### src/rtl/regfile_scoreboard.sv
// regfile_scoreboard
//   32-entry register file with write-through bypass and a busy-bit
//   scoreboard that blocks issue on RAW and WAW hazards.
//
//   Ports
//     clk, rst                    clock; synchronous active-high reset
//     WB__FU_RF_regwrite/rd_id    writeback enable and destination
//     WB__RF_data                 writeback data
//     ID__RF_rs1_id/rs2_id        source register selects
//     ID__RF_rs1_used/rs2_used    source is a real operand
//     ID__RF_issue                decode requests issue
//     ID__RF_issue_regwrite/rd_id issuing instruction's destination
//     ID__RF_flush                drop all pending writes
//     RF__ID_rs1_data/rs2_data    combinational read data (with bypass)
//     RF__ID_stall                combinational hazard stall
//     RF__ID_pending              registered count of busy registers
module regfile_scoreboard #(
   parameter int DATA_WIDTH = 32
) (
   input  logic                  clk,
   input  logic                  rst,
   input  logic                  WB__FU_RF_regwrite,
   input  logic [4:0]            WB__FU_RF_rd_id,
   input  logic [DATA_WIDTH-1:0] WB__RF_data,
   input  logic [4:0]            ID__RF_rs1_id,
   input  logic [4:0]            ID__RF_rs2_id,
   input  logic                  ID__RF_rs1_used,
   input  logic                  ID__RF_rs2_used,
   input  logic                  ID__RF_issue,
   input  logic                  ID__RF_issue_regwrite,
   input  logic [4:0]            ID__RF_issue_rd_id,
   input  logic                  ID__RF_flush,
   output logic [DATA_WIDTH-1:0] RF__ID_rs1_data,
   output logic [DATA_WIDTH-1:0] RF__ID_rs2_data,
   output logic                  RF__ID_stall,
   output logic [5:0]            RF__ID_pending
);

   logic [DATA_WIDTH-1:0] regs [32];
   logic [31:0]           busy;
   logic [31:0]           busy_eff;
   logic [31:0]           busy_next;
   logic [5:0]            pend_next;

   logic wb_hit;
   logic rs1_clear;
   logic rs2_clear;
   logic rd_clear;
   logic accept;

   // A writeback to x0 is no write at all: it neither bypasses nor clears.
   assign wb_hit = WB__FU_RF_regwrite && (WB__FU_RF_rd_id != 5'd0);

   // While reset is held the visible state is the cleared state, even
   // before the first reset edge has zeroed the flops.
   assign busy_eff = rst ? '0 : busy;

   // NOTE: every signal driven in always_comb gets a default first, so no
   // path leaves it unassigned and no latch is inferred.
   always_comb begin
      RF__ID_rs1_data = '0;
      if (wb_hit && (WB__FU_RF_rd_id == ID__RF_rs1_id))
         RF__ID_rs1_data = WB__RF_data;
      else if (!rst && (ID__RF_rs1_id != 5'd0))
         RF__ID_rs1_data = regs[ID__RF_rs1_id];
   end

   always_comb begin
      RF__ID_rs2_data = '0;
      if (wb_hit && (WB__FU_RF_rd_id == ID__RF_rs2_id))
         RF__ID_rs2_data = WB__RF_data;
      else if (!rst && (ID__RF_rs2_id != 5'd0))
         RF__ID_rs2_data = regs[ID__RF_rs2_id];
   end

   // A register being written back this cycle is already resolved, which
   // lets the dependent instruction issue alongside its producer's WB.
   assign rs1_clear = !ID__RF_rs1_used || (ID__RF_rs1_id == 5'd0) ||
                      !busy_eff[ID__RF_rs1_id] ||
                      (wb_hit && (WB__FU_RF_rd_id == ID__RF_rs1_id));
   assign rs2_clear = !ID__RF_rs2_used || (ID__RF_rs2_id == 5'd0) ||
                      !busy_eff[ID__RF_rs2_id] ||
                      (wb_hit && (WB__FU_RF_rd_id == ID__RF_rs2_id));
   assign rd_clear  = !ID__RF_issue_regwrite || (ID__RF_issue_rd_id == 5'd0) ||
                      !busy_eff[ID__RF_issue_rd_id] ||
                      (wb_hit && (WB__FU_RF_rd_id == ID__RF_issue_rd_id));

   assign RF__ID_stall = ID__RF_issue && !ID__RF_flush &&
                         !(rs1_clear && rs2_clear && rd_clear);
   assign accept       = ID__RF_issue && !ID__RF_flush && !RF__ID_stall;

   // Order matters: clear, then set (set wins on collision), then flush
   // (flush overrides everything).
   always_comb begin
      busy_next = busy_eff;
      if (wb_hit)
         busy_next[WB__FU_RF_rd_id] = 1'b0;
      if (accept && ID__RF_issue_regwrite && (ID__RF_issue_rd_id != 5'd0))
         busy_next[ID__RF_issue_rd_id] = 1'b1;
      if (ID__RF_flush)
         busy_next = '0;
      busy_next[0] = 1'b0;
   end

   always_comb begin
      pend_next = '0;
      for (int i = 1; i < 32; i++)
         pend_next = pend_next + 6'(busy_next[i]);
   end

   // NOTE: sequential state uses non-blocking assignments so every flop
   // samples the pre-edge values regardless of statement order.
   always_ff @(posedge clk) begin
      if (rst) begin
         // NOTE: the register array is reset explicitly because the block
         // must read back zero after reset; this costs a reset on each entry.
         for (int i = 0; i < 32; i++)
            regs[i] <= '0;
         busy           <= '0;
         RF__ID_pending <= '0;
      end else begin
         if (wb_hit)
            regs[WB__FU_RF_rd_id] <= WB__RF_data;
         busy           <= busy_next;
         RF__ID_pending <= pend_next;
      end
   end

endmodule

### config.mk
export PLATFORM = sky130hd
export DESIGN_NAME = regfile_scoreboard
export DESIGN_NICKNAME = d
export VERILOG_FILES = /design/src/rtl/regfile_scoreboard.sv
export SDC_FILE = /design/constraint.sdc
export NUM_CORES = 2
export LEC_CHECK = 0
export ABC_AREA = 1
export BUFFER_PORTS_ARGS = -buffer_cell sky130_fd_sc_hd__buf_2
export CAP_MARGIN = 20
export CORE_MARGIN = 2
export CORE_UTILIZATION = 40
export CTS_CLUSTER_SIZE = 8
export DETAILED_ROUTE_END_ITERATION = 8
export PLACE_DENSITY = 0.54
export SYNTH_ARGS = -nofsm -noshare
export SYNTH_HDL_FRONTEND = slang
export SYNTH_SLANG_ARGS = --single-unit
### constraint.sdc
create_clock -name clk -period 6.6 [get_ports clk]
set_clock_uncertainty 0.15 [all_clocks]
set_input_delay 0.66 -clock clk [delete_from_list [all_inputs] [get_ports clk]]
set_output_delay 0.66 -clock clk [all_outputs]
set_load 0.05 [all_outputs]
==> metrics <==
crit path buf inv count 6; worst setup path class input port to output pin; routed wire length per instance approximately 30 um; FF-to-FF Start busy[10]; register area share after synthesis between 50% and 60%; Final period util 94.05%; slowest CP cell buf_4; Max rail drop VDD between 0.15 and 0.2 mV; # diodes 0; Pre-antenna DRT Iters 6; Max FO, Critical Path 135; achievable clock frequency approximately 160 MHz; vias in the first global route 51653; initial antenna violation count 1; Placed Area 61170 sq um; CTS tree built; Total Nets Final 6701; fin cells about 8500; Area Growth Syn to Fin 13.47%; layout cells sized above 1 between 10% and 20%; Max Cap Viol 0; clk_lat worst skew 0.78 ns; type of the worst min-delay path input port to register; first-pass GRT wire length 357.3 mm; Core Area 143300 sq um; Max Slew Vio Count 0; crit-path cells buf_6 -> nor2_4 -> buf_4 -> buf_4 -> buf_4 -> buf_12 -> a221oi_1 -> o21ai_0 -> nand3_1 -> nand3_1 -> nand3_1 -> o21ai_0 -> buf_2; family with the most delay on the worst path buffers and inverters; synthesized area around 58000 sq um; final RePlAce weighted congestion between 0.9 and 1; # rows roughly 140; most frequent cells in the layout nor2_1, o21ai_0, edfxtp_1; Cell variety after synth 40; I/O Buffers 130; TritonCTS Buffers ~150; die width 383.7 um; H-tree levels 4; Async S/R FF share, synth 0%; Power Density ~270 nW/um^2; Leak between 20 and 25 nW; commonest non-fill, non-tap cell in the layout nor2_1; Setup-failing EPs final 0; Post-CTS Hold Buffers 0; Die ar. roughly 150000 sq um; synthesized area per cell between 8 and 9 sq um; Remaining DRCs 0; CP startpoint kind input port; vias per cell 6.314; cells after synthesis between 6000 and 7000; max incr delay on CP 0.93 ns; drt total wl between 200 and 300 mm; largest net degree at the start of global routing 191; CTS Buffer Depth 3; clock tree sinks between 1000 and 1500; synth warn 0; number of instances in the placed design 8361; Overall Global Routing Usage about a third; Slew HR between 10% and 20%; die height between 300 and 400 um; design area approximately 65000 sq um; Slew @ Worst Pin 1.206 ns; top_reg_cell synth edfxtp_1; unrepaired setup endpoints after global routing false; status finished clean; CP Launch Point ID__RF_rs2_id[1]; effective utilization at floorplan between 40% and 50%; Post-synth EDFFs ~1000; clock-pin transition on the worst setup and hold timing paths approximately 0.050 ns; WP data required 5.79 ns; final hold vios 0; post-DP HPWL ~140 mm; Ports approximately 130; CP Data Arrival Time between 5 and 6 ns; worst hold start rst; Setup Buffers After CTS 0; post-layout minimum cycle time around 6.2 ns; post-route ant nets 0; critical path capture point type output pin; Worst Hold Slack 0.2477 ns; total number of vias about 54000; CTS Root Cell clkbuf_16; GRT overflow 0; Synth Register Bits roughly 1100; Initial DRC Count between 8000 and 9000
[synth_stat cells (37+ instances only)]
| cell type | n | area [sq um] |
|---|---|---|
| a21oi_1 | 375 | 1877 |
| a221oi_1 | 46 | 402.9 |
| a22oi_1 | 131 | 983.4 |
| buf_1 | 42 | 157.7 |
| buf_2 | 66 | 330.3 |
| clkbuf_1 | 526 | 1974 |
| dfxtp_1 | 37 | 740.7 |
| edfxtp_1 | 1024 | 30750 |
| inv_1 | 355 | 1333 |
| nand2_1 | 415 | 1558 |
| nand3_1 | 394 | 1972 |
| nor2_1 | 1678 | 6299 |
| o211ai_1 | 66 | 495.5 |
| o21ai_0 | 1054 | 5275 |
| o221ai_1 | 201 | 1760 |
| o22ai_1 | 63 | 394.1 |
[where the power goes]
group          switching (W)  leakage [nW]  internal, W
clock network        0.00303          2.04      0.00419
registers           0.000175          10.1      0.00776
logic                0.00181          12.3     0.000584
total                0.00502          24.4       0.0125
[logic make-up (layout without fill, tap and decap cells)]
| family | count (synthesis) | after routing | share of synthesized area [%] |
|---|---|---|---|
| buffers and inverters | 1015 | 1003 | 6.898 |
| and+or+nand+nor | 2540 | 2540 | 17.76 |
| adders and majority gates | 30 | 30 | 0.9504 |
| xor gates and xnor gates | 9 | 9 | 0.1367 |
| other | 1 | 32 | 0.006503 |
| DFF | 1061 | 1061 | 54.61 |
| AOI/OAI and AO/OA | 1956 | 1956 | 19.64 |
[metal layers]
layer	share of wire, %	wire length, um	global-route usage (%)	vias to the layer above
li1	-	-	-	23112
met5	0.0028	7	0	-
met4	6.2	15660	19.77	2
met2	44	110300	50.27	4011
met3	12	30510	6.910	768
met1	38	95370	44.35	25991
[layout make-up]
class / count / area (sq um)
multi-input cells: 4567 / 22570
inverters: 365 / 1406
clock buffers: 158 / 3869
fillers: 13683 / 77880
well taps: 1903 / 2381
flip-flops and latches: 1061 / 31510
repair buffers: 465 / 3362
clock inverters: 15 / 334.1
[metrics by stage]
| stage | utilization [%] | total power [W] | setup WS [ns] | TNS [ns] |
|---|---|---|---|---|
| final | 45.66 | 0.01755 | 0.3925 | 0 |
| after global placement | 42.66 | 0.01034 | -0.3598 | -1.186 |
| after floorplan | - | 0.009402 | 0.08429 | 0 |
| after global routing | 45.66 | 0.01801 | 0.05806 | 0 |
| after detailed placement | 42.69 | 0.01037 | -0.3905 | -1.225 |
| after CTS | 45.62 | 0.01752 | 0.2488 | 0 |
[worst register-to-register path, delay by kind of cell (launching register included)]
family	cells	cell delay, ns
fa+ha+maj	8	3.57
compound gates	5	0.64
buf+inv	9	0.66
flops	1	0.38
simple gates	7	0.72
[flip-flops by register name, summed over array words and instances (netlist names)]
signal          count
regs             1024
RF__ID_pending      6
busy               31
[final timing paths]
path / to / slack [ns] / depth (start not counted)
setup / recovery: RF__ID_rs2_data[27] / 0.39 / 13
hold / removal: RF__ID_pending[2] / 0.25 / 5
setup reg to reg: RF__ID_pending[4] / 0.40 / 29
hold reg to reg: busy[2] / 0.60 / 4
[repair_timing]
action / 4_1_cts / 5_1_grt
endpoints found under the setup margin: 0 / 2
resized for setup: 0 / 27
hold endpoints to repair: 0 / 0
(Power assumes the default switching activity.)
